File: config.mk
export PLATFORM = sky130hd
export DESIGN_NAME = slfifo_burst_scheduler
export DESIGN_NICKNAME = d
export VERILOG_FILES = /design/src/rtl/slfifo_burst_scheduler.sv
export SDC_FILE = /design/constraint.sdc
export NUM_CORES = 1
export LEC_CHECK = 0
export CAP_MARGIN = 20
export CELL_PAD_IN_SITES_DETAIL_PLACEMENT = 0
export CELL_PAD_IN_SITES_GLOBAL_PLACEMENT = 1
export CORE_MARGIN = 4
export CORE_UTILIZATION = 29
export DETAILED_ROUTE_END_ITERATION = 16
export MAX_ROUTING_LAYER = met4
export PLACE_DENSITY_LB_ADDON = 0.1
export SYNTH_ARGS = -nofsm -noshare
export SYNTH_HDL_FRONTEND = slang
export SYNTH_SLANG_ARGS = --single-unit
File: constraint.sdc
create_clock -name clk -period 4 [get_ports clk]
set_input_delay 0.8 -clock clk [delete_from_list [all_inputs] [get_ports clk]]
set_output_delay 0.8 -clock clk [all_outputs]
set_load 0.03 [all_outputs]
File: src/rtl/slfifo_burst_scheduler.sv
// ---------------------------------------------------------------------------
// slfifo_burst_scheduler
//
// Shares the FX3 slave-FIFO write bus between CHN_NUM upstream FWFT channel
// FIFOs. A round-robin arbiter picks a ready channel. The block then streams
// one fixed burst of BURST_LEN words onto the bus and holds off while the FX3
// reports full. After the burst it idles for GAP_CYC cycles, and the next
// arbitration starts at the channel after the one just served.
//
// Optional feature macro: SLFIFO_PKTEND_EN
//   defined     : pktend_n pulses low together with the last word of a burst
//   not defined : pktend_n is tied high
//
// Ports
//   clk        in   1               system clock, rising edge
//   rst_n      in   1               synchronous reset, active low
//   chn_rdy    in   CHN_NUM         channel i holds >= BURST_LEN words
//   chn_data   in   CHN_NUM*DATA_W  FWFT head word of channel i at [i*DATA_W +: DATA_W]
//   chn_rd     out  CHN_NUM         pop strobe, one-hot or zero (combinational)
//   usb_full_n in   1               FX3 full flag, low = stop writing
//   usb_dq     out  DATA_W          registered write data
//   slwr_n     out  1               registered write strobe, active low
//   pktend_n   out  1               registered packet end, active low
//   sladdr     out  ADDR_W          socket address = granted channel index
//   busy       out  1               high whenever the FSM is not idle
// ---------------------------------------------------------------------------
module slfifo_burst_scheduler #(
   parameter int CHN_NUM   = 4,
   parameter int DATA_W    = 32,
   parameter int BURST_LEN = 256,
   parameter int CNT_W     = 8,
   parameter int ADDR_W    = 2,
   parameter int GAP_CYC   = 3
) (
   input  logic                      clk,
   input  logic                      rst_n,
   input  logic [CHN_NUM-1:0]        chn_rdy,
   input  logic [CHN_NUM*DATA_W-1:0] chn_data,
   output logic [CHN_NUM-1:0]        chn_rd,
   input  logic                      usb_full_n,
   output logic [DATA_W-1:0]         usb_dq,
   output logic                      slwr_n,
   output logic                      pktend_n,
   output logic [ADDR_W-1:0]         sladdr,
   output logic                      busy
);

   localparam logic [1:0] S_IDLE  = 2'd0;
   localparam logic [1:0] S_ARB   = 2'd1;
   localparam logic [1:0] S_BURST = 2'd2;
   localparam logic [1:0] S_GAP   = 2'd3;

   localparam int GAP_W = (GAP_CYC > 1) ? $clog2(GAP_CYC) : 1;

   logic [1:0]        state;
   logic [ADDR_W-1:0] ptr;
   logic [ADDR_W-1:0] sel;
   logic [CNT_W-1:0]  word_cnt;
   logic [GAP_W-1:0]  gap_cnt;

   logic              grant_found;
   logic [ADDR_W-1:0] grant_idx;
   logic [ADDR_W-1:0] cand_idx;
   int                cand;
   logic              pop;
   logic              last_pop;

   // Round-robin search: scan CHN_NUM candidates starting at ptr and wrap
   // at CHN_NUM-1. The first ready channel found wins. The modulo is done by
   // a subtraction, so CHN_NUM does not have to be a power of two.
   always_comb begin
      grant_found = 1'b0;
      grant_idx   = ptr;
      cand        = 0;
      cand_idx    = '0;
      for (int i = 0; i < CHN_NUM; i++) begin
         cand = int'(ptr) + i;
         if (cand >= CHN_NUM) begin
            cand = cand - CHN_NUM;
         end
         cand_idx = ADDR_W'(cand);
         if (!grant_found && chn_rdy[cand_idx]) begin
            grant_found = 1'b1;
            grant_idx   = cand_idx;
         end
      end
   end

   // A pop is issued directly from the full flag. This lets the FX3 pause
   // the transfer within the same cycle without a skid buffer.
   assign pop      = (state == S_BURST) && usb_full_n;
   assign last_pop = pop && (word_cnt == CNT_W'(BURST_LEN - 1));
   assign busy     = (state != S_IDLE);

   always_comb begin
      chn_rd = '0;
      if (pop) begin
         chn_rd[sel] = 1'b1;
      end
   end

   // Control FSM. sel and sladdr are updated only in ARB. A channel that
   // drops ready mid-burst therefore still gets popped until the burst ends.
   always_ff @(posedge clk) begin
      if (!rst_n) begin
         state    <= S_IDLE;
         ptr      <= '0;
         sel      <= '0;
         sladdr   <= '0;
         word_cnt <= '0;
         gap_cnt  <= '0;
      end else begin
         case (state)
            S_IDLE: begin
               if (|chn_rdy) begin
                  state <= S_ARB;
               end
            end
            S_ARB: begin
               if (grant_found) begin
                  sel      <= grant_idx;
                  sladdr   <= grant_idx;
                  ptr      <= (grant_idx == ADDR_W'(CHN_NUM - 1)) ? '0
                                                                 : grant_idx + ADDR_W'(1);
                  word_cnt <= '0;
                  state    <= S_BURST;
               end else begin
                  state <= S_IDLE;
               end
            end
            S_BURST: begin
               if (last_pop) begin
                  word_cnt <= '0;
                  gap_cnt  <= '0;
                  state    <= S_GAP;
               end else if (pop) begin
                  word_cnt <= word_cnt + CNT_W'(1);
               end
            end
            S_GAP: begin
               if (gap_cnt == GAP_W'(GAP_CYC - 1)) begin
                  state <= S_IDLE;
               end else begin
                  gap_cnt <= gap_cnt + GAP_W'(1);
               end
            end
            default: state <= S_IDLE;
         endcase
      end
   end

   // Output register stage. The FWFT head word popped in cycle N is
   // presented with slwr_n low in cycle N+1. The data holds while idle.
   always_ff @(posedge clk) begin
      if (!rst_n) begin
         usb_dq <= '0;
         slwr_n <= 1'b1;
      end else if (pop) begin
         usb_dq <= chn_data[sel*DATA_W +: DATA_W];
         slwr_n <= 1'b0;
      end else begin
         slwr_n <= 1'b1;
      end
   end

`ifdef SLFIFO_PKTEND_EN
   // pktend_n is registered from the same pop as slwr_n, so it lines up
   // with the last word of the burst.
   always_ff @(posedge clk) begin
      if (!rst_n) begin
         pktend_n <= 1'b1;
      end else begin
         pktend_n <= ~last_pop;
      end
   end
`else
   assign pktend_n = 1'b1;
`endif

endmodule

==> key figures, run 1 <==
Worst setup path
  • Crit path required time: ~3.2 ns
  • CP max FO: 2
  • Worst EP arrival: 2.32 ns
  • Critical Path Start Type: input port
  • Most used cell, CP: clkdlybuf4s50_1
  • Crit. End Element: output pin
  • CP cell instances: clkdlybuf4s50_1 > nand3b_4 > nor3_1 > clkdlybuf4s50_1
  • Critical path class: input port to output pin
  • Bufs and invs on worst path: 2
  • Delay-heaviest family, CP: buffers and inverters
  • Slowest Stage Delay on Critical Path: about 0.73 ns
  • CP max-delay cell: clkdlybuf4s50_1

Place
  • Placed cell areas: 4700 um2
  • Setup WS pre-CTS: 0.857 ns
  • Port Buffers: 174
  • Final RePlAce weighted congestion: between 0.6 and 0.7
  • Dpl hpwl: 7.10 mm

GRT
  • M1 GR Usage: 16.5%
  • GR Layer Usage met2: 28.8%
  • GR Layer Usage met3: 5.34%
  • Total global routing overflow: 0
  • Vias in the first global route: 2895
  • First-pass GRT wire length: 14.0 mm
  • Gr busiest metal: met2
  • GR Util All Layers: between 10% and 20%
  • Antenna violations before repair: 0
  • Largest net degree at the start of global routing: 37

Finish
  • Layout fillers: 976
  • Final nets: 593
  • Layout cells sized above 1: around an eighth
  • Finished Cell Area: 4790 um2
  • Area Overhead vs Synth: 66.0%
  • # diodes: 0

Pwr
  • Leak Pwr: 1.64 nW
  • VDD IR max: 0.165 mV
  • Power share of the clock group: 23.1%
  • Reg power frac: 43.1%
  • Power share of the combinational group: between 30% and 40%
  • Switching power: 0.000358 W
  • Switching Share: around 29%
  • Pint: 0.000888 W
  • Pwr Density: 260 nW/um2

Synthesis
  • Post-synthesis xor/xnor area fraction: 2.13%
  • FFs w/ async S/R, synth: 0%
  • Post-Synth Adder-Cell Area: 0.868%
  • Yosys warns: 0
  • Post-Syn Instances: ~290
  • Synth cell types: 43
  • Syn_nets: 428
  • Post-synthesis compound-gate area fraction: 13.1%
  • Syn_area_per_cell: 9.91 um2
  • Largest family of logic cells by synthesized area: multiplexers
  • Number of flops mapped to enable cells by yosys: 0
  • Simple-Gate Fraction of Synth Area: 20.3%
  • Register bit total from synthesis: 49
  • Top FF cell, synth: dfxtp_1
  • Synthesized area: 2880 um2
  • Register area share after synthesis: 34.0%
  • Mux cell area share after synthesis: 25.0%

Floorplanning
  • Die area: 11600 um2
  • Die height: 108 um
  • Die X: around 110 um
  • Initial Utilization: around 30%
  • FP Rows: 36
  • # IOs: 176
  • Core area: a little under 10000 um2

CTS
  • Number of H-tree levels: 2
  • Worst-Skew Late Latency: approximately 0.30 ns
  • # clock sinks: 49
  • CTS resizes: 0
  • Num CTS Buffers: 5
  • Clock transition at the registers of the reported paths: roughly 0.08 ns
  • Hold buffer count at cts: 0
  • Total setup buffers inserted after CTS: 0
  • Clock Tree Root: clkbuf_8
  • CTS tree: done
  • Clock Path Buffers: 2

Timing
  • Worst setup margin: 0.876 ns
  • Final hold viol count: 0
  • Slew HR: 39.1%
  • FMAX: 320 MHz
  • Final Cycle Share: about 80%
  • Layout Skew: 0.0118 ns
  • Clock period minus worst slack: 3.12 ns
  • Pins Over Slew Limit: 0
  • Setup total negative slack: 0 ns
  • # setup viols final: 0
  • Worst-Margin Slew: 0.910 ns
  • RSZ-0062 raised after global routing: no

Drt
  • Drt first pass iters: 4
  • Vias/cell: between 4 and 5
  • Routed Antenna Nets: 0
  • DRC: 0
  • Vias: 2734
  • Final wirelength: 8.97 mm
  • DR WL/cell: 15.2 um
  • Initial drt markers: about 100

Worst hold path
  • Class of the worst hold path: flip-flop to flip-flop

Run
  • Max-cap violation count: 0

Status
  • Status: finished clean
## synth_stat cells (2+ instances only)
cell type	instances	area [um2]
nand2_1	78	293
ha_1	2	25.0
o21ai_1	2	10.0
nand4_1	3	18.8
dfxtp_1	49	981
nor2b_1	5	31.3
buf_4	4	30.0
a21boi_0	5	37.5
or2_1	2	12.5
buf_6	2	22.5
mux4_2	32	721
a21boi_1	32	240
buf_2	8	40.0
nor2_1	13	48.8
a21oi_1	8	40.0
o21ai_0	3	15.0
xor2_1	4	35.0
inv_1	3	11.3
xnor2_1	3	26.3
and3_1	2	12.5
and2_1	2	12.5
clkbuf_1	6	22.5
nor3_1	3	15.0
## power groups by stage
| stage | Clock (W) | Combinational (W) | Sequential, W |
|---|---|---|---|
| detailed placement | 0 | 0.000428 | 0.000550 |
| floorplan | 0 | 0.000197 | 0.000574 |
| finish | 0.000288 | 0.000421 | 0.000538 |
| CTS | 0.000300 | 0.000429 | 0.000538 |
| global route | 0.000320 | 0.000457 | 0.000543 |
| global placement | 0 | 0.000426 | 0.000548 |
## cells in the final DEF (no fill, tap or decap), types with 2 or more instances in the layout
| cell | n |
|---|---|
| nor3_1 | 3 |
| clkinv_2 | 2 |
| clkdlybuf4s50_1 | 171 |
| ha_1 | 2 |
| a21boi_1 | 32 |
| xor2_1 | 4 |
| dfxtp_1 | 47 |
| nand2_1 | 78 |
| dfxtp_2 | 2 |
| o21ai_0 | 3 |
| mux4_2 | 32 |
| a21boi_0 | 5 |
| or2_1 | 2 |
| nand4_1 | 3 |
| xnor2_1 | 3 |
| buf_4 | 8 |
| clkbuf_8 | 5 |
| and3_1 | 2 |
| nor2b_1 | 5 |
| and2_1 | 2 |
| nor2_1 | 13 |
| inv_1 | 3 |
| a21oi_1 | 8 |
| o21ai_1 | 2 |
## worst paths after layout
path	from	end	slack, ns	depth (start not counted)
max	usb_full_n	chn_rd[0]	0.88	4
min	usb_dq[23]$_SDFFE_PN0P_	usb_dq[23]$_SDFFE_PN0P_	0.45	2
max reg2reg	flip-flop	gap_cnt[1]$_SDFFE_PN0P_	1.91	6
min reg2reg	usb_dq[23]$_SDFFE_PN0P_	usb_dq[23]$_SDFFE_PN0P_	0.45	2
## worst min-delay path, cell delays in order (launching register included)
cell	delay, ns
dfxtp_1	0.31
nand2_1	0.05
a21boi_1	0.05
## per-layer routing
layer / part of all wire [%] / vias to the layer above
li1: - / 1363
met1: 38 / 1266
met2: 53 / 98
met3: 8.2 / 7
met4: 1.0 / 0
met5: 0 / -
## layout make-up
cell class / count / area, um2 / share of cell area, %
clock inverter: 2 / 10.0 / 0.209
multi-input combinational: 218 / 1770 / 37.0
inverter: 3 / 11.3 / 0.235
timing repair buffer: 179 / 1770 / 37.0
sequential: 49 / 983 / 20.5
tap: 133 / 166 / 3.48
clock buffer: 6 / 72.6 / 1.52
## stage by stage
step                total power, W  cells  hold slack, ns  util, %
finish                     0.00125    590           0.454     49.2
global route               0.00132    590           0.474     49.2
CTS                        0.00127    590           0.459     49.2
detailed placement        0.000978    582           0.447     48.4
global placement          0.000975    582           0.440     48.4
floorplan                 0.000772    291           0.475        -
## kinds of logic (layout without fill, tap and decap cells)
family / Yosys count / in the layout
compound gates: 54 / 54
buf+inv: 24 / 190
xor+xnor: 7 / 7
other cells: 1 / 1
fa+ha+maj: 2 / 2
flops: 49 / 49
simple gates: 122 / 122
mux: 32 / 32
## registers in the layout, indices dropped and copies added, names as in the netlist, named ones only
register and flops:
word_cnt 8, slwr_n 1, sel 2, gap_cnt 2, usb_dq 32, state 1, ptr 2
(Power assumes the default switching activity.)
==> inputs of run 2 (changes only) <==
CORE_UTILIZATION = 24   (was 29)
clock period = 2.54 ns   (was 4 ns; I/O delays follow)
==> key figures, run 2 (synthesis gave the netlist of run 1 again) <==
Status
  • Status: finished clean

GRT
  • Vias in the first global route: 3086 (+6.6%)
  • GR Layer Usage met2: 24.5% (-4.3 points)
  • Gr busiest metal: met2
  • Total global routing overflow: 0 (unchanged)
  • First-pass GRT wire length: 15.4 mm (+10%)
  • M1 GR Usage: 16.5% (-0.041 points)
  • GR Layer Usage met3: 4.52% (-0.82 points)
  • GR Util All Layers: 14.2% (-1.6 points)
  • Antenna violations before repair: 1 (+1)
  • Largest net degree at the start of global routing: 38 (+2.7%)

Finish
  • Seq. cell area: 983 um2 (unchanged)
  • Max reg flops: 32 (unchanged)
  • Commonest cells after routing, fill and taps aside: 170 x clkdlybuf4s50_1, 78 x nand2_1, 47 x dfxtp_1, 32 x mux4_2, 32 x a21boi_1
  • Fin cells: 605 (+2.5%)
  • Area Overhead vs Synth: 70.6%
  • Area of the multi-input gates: 1770 um2 (unchanged)
  • Layout cells sized above 1: 13.4% (+0.98 points)
  • Largest registers: usb_dq x32, word_cnt x8
  • Most common cell after layout, fill and taps aside: clkdlybuf4s50_1
  • Layout fillers: 1146 (+17%)
  • Final nets: 597 (+0.67%)
  • Biggest register: usb_dq

Worst setup path
  • Crit path required time: 2.03 ns (-1.17 ns)
  • Cell count of the worst reg-to-reg path: 5 (-1)
  • Critical Path Start Type: input port
  • Worst EP arrival: 1.78 ns (-0.54 ns)
  • Crit. End Element: output pin
  • Critical path class: input port to output pin
  • CP max FO: 6 (+4)
  • Reg2Reg Setup Slack: 0.98 ns (-0.93 ns)

Place
  • Final RePlAce weighted congestion: 0.730 (+6.4%)
  • Placed cell count: 596 (+2.4%)
  • Dpl hpwl: 7.74 mm (+8.9%)
  • Port Buffers: 174 (unchanged)

CTS
  • CTS resizes: 0 (unchanged)
  • Hold buffer count at cts: 0 (unchanged)
  • Total setup buffers inserted after CTS: 0 (unchanged)
  • Number of H-tree levels: 2 (unchanged)
  • Num CTS Buffers: 5 (unchanged)
  • # clock sinks: 49 (unchanged)
  • Clock transition at the registers of the reported paths: 0.07 ns (about the same)
  • CTS tree: done
  • Clock Path Buffers: 2 (unchanged)
  • Worst-Skew Late Latency: 0.29 ns (about the same)
  • Clock Tree Root: clkbuf_16

Pwr
  • VDD IR max: 0.288 mV (+74%)
  • Pint: 0.00171 W (+92%)
  • Power share of the combinational group: 29.6% (-4.1 points)
  • Switching power: 0.000585 W (+63%)
  • Leak Pwr: 1.70 nW (+3.7%)
  • Reg power frac: 36.8% (-6.3 points)
  • Switching Share: 25.6% (-3.2 points)
  • Pwr Density: 466 nW/um2 (+79%)
  • Power share of the clock group: 33.6% (+11 points)

Timing
  • Clock period minus worst slack: ~2.3 ns
  • Setup total negative slack: 0 ns (unchanged)
  • Pins Over Slew Limit: 0 (unchanged)
  • # setup viols final: 0 (unchanged)
  • Min Hold Slack: 0.452 ns (-0.00214 ns)
  • RSZ-0062 raised after global routing: no
  • Layout Skew: 0.00699 ns (-0.00482 ns)
  • FMAX: 437 MHz
  • Final Cycle Share: 90.2%
  • Final hold viol count: 0 (unchanged)

Floorplanning
  • Initial Utilization: 24.8% (-4.8 points)
  • # IOs: 176 (unchanged)
  • Die area: 13800 um2 (+19%)
  • FP Rows: 39 (+8.3%)
  • Die height: 118 um (+9.2%)
  • Core area: 11600 um2 (+19%)
  • Die X: 118 um (+9.2%)

Drt
  • Drt first pass iters: 4 (unchanged)
  • Vias/cell: 4.58 (-1.2%)
  • Vias: 2770 (+1.3%)
  • Routed Antenna Nets: 0 (unchanged)
  • DRC: 0 (unchanged)
  • Initial drt markers: 66 (-35%)
  • Final wirelength: 9.58 mm (+6.8%)
  • DR WL/cell: 15.8 um (+4.2%)

Worst hold path
  • Class of the worst hold path: flip-flop to flip-flop
  • Worst hold stages: 2 (unchanged)

Run
  • Max-cap violation count: 0 (unchanged)
[run 2: cell count changes in the layout (fill, tap and decap cells not counted), sizes merged]
cell / change
diode: +1
clkdlybuf4s50: -1
buf: +5
clkbuf: +1
clkinv: -2
bufinv: +1
[run 2: metrics by stage]
step | utilization, % | area, um2 | power (W) | setup WS [ns]
after floorplan | - | 2880 | 0.00122 | 0.517
after global placement | 40.9 | 4740 | 0.00155 | 0.222
after detailed placement | 40.9 | 4740 | 0.00155 | 0.228
after CTS | 42.3 | 4920 | 0.00234 | 0.213
after global routing | 42.4 | 4920 | 0.00241 | 0.149
final | 42.4 | 4920 | 0.00229 | 0.250
[run 2: final cells by class]
| class | count | share of cell area, % |
|---|---|---|
| clock buffer | 7 | 2.90 |
| inverter | 3 | 0.229 |
| tap | 143 | 3.64 |
| multi-input combinational | 218 | 36.0 |
| clock inverter | 1 | 0.610 |
| timing repair buffer | 183 | 36.6 |
| sequential | 49 | 20.0 |
| antenna | 1 | 0.0509 |
[run 2: path summary, 6_finish.rpt]
kind                                              start                       to
worst min-delay path            usb_dq[31]$_SDFFE_PN0P_  usb_dq[31]$_SDFFE_PN0P_
worst max register to register                flip-flop  gap_cnt[1]$_SDFFE_PN0P_
worst max-delay path                         usb_full_n                chn_rd[2]
worst min register to register  usb_dq[31]$_SDFFE_PN0P_  usb_dq[31]$_SDFFE_PN0P_
[run 2: critical path, stage by stage]
cell and delay, ns:
clkdlybuf4s50_1 0.52, and3b_1 0.37, nand2_1 0.09, nor2_1 0.11, buf_4 0.17
[run 2: power groups by stage]
stage / logic [W] / registers [W] / clock network [W]
after detailed placement: 0.000690 / 0.000861 / 0
after floorplan: 0.000311 / 0.000905 / 0
after global placement: 0.000687 / 0.000860 / 0
after global routing: 0.000737 / 0.000850 / 0.000825
after CTS: 0.000691 / 0.000844 / 0.000801
final: 0.000677 / 0.000844 / 0.000769
[run 2: per-layer routing]
| metal | wire length [um] | up-vias |
|---|---|---|
| li1 | - | 1372 |
| met1 | 3960 | 1292 |
| met2 | 4880 | 100 |
| met3 | 651 | 6 |
| met4 | 90 | 0 |
| met5 | 0 | - |
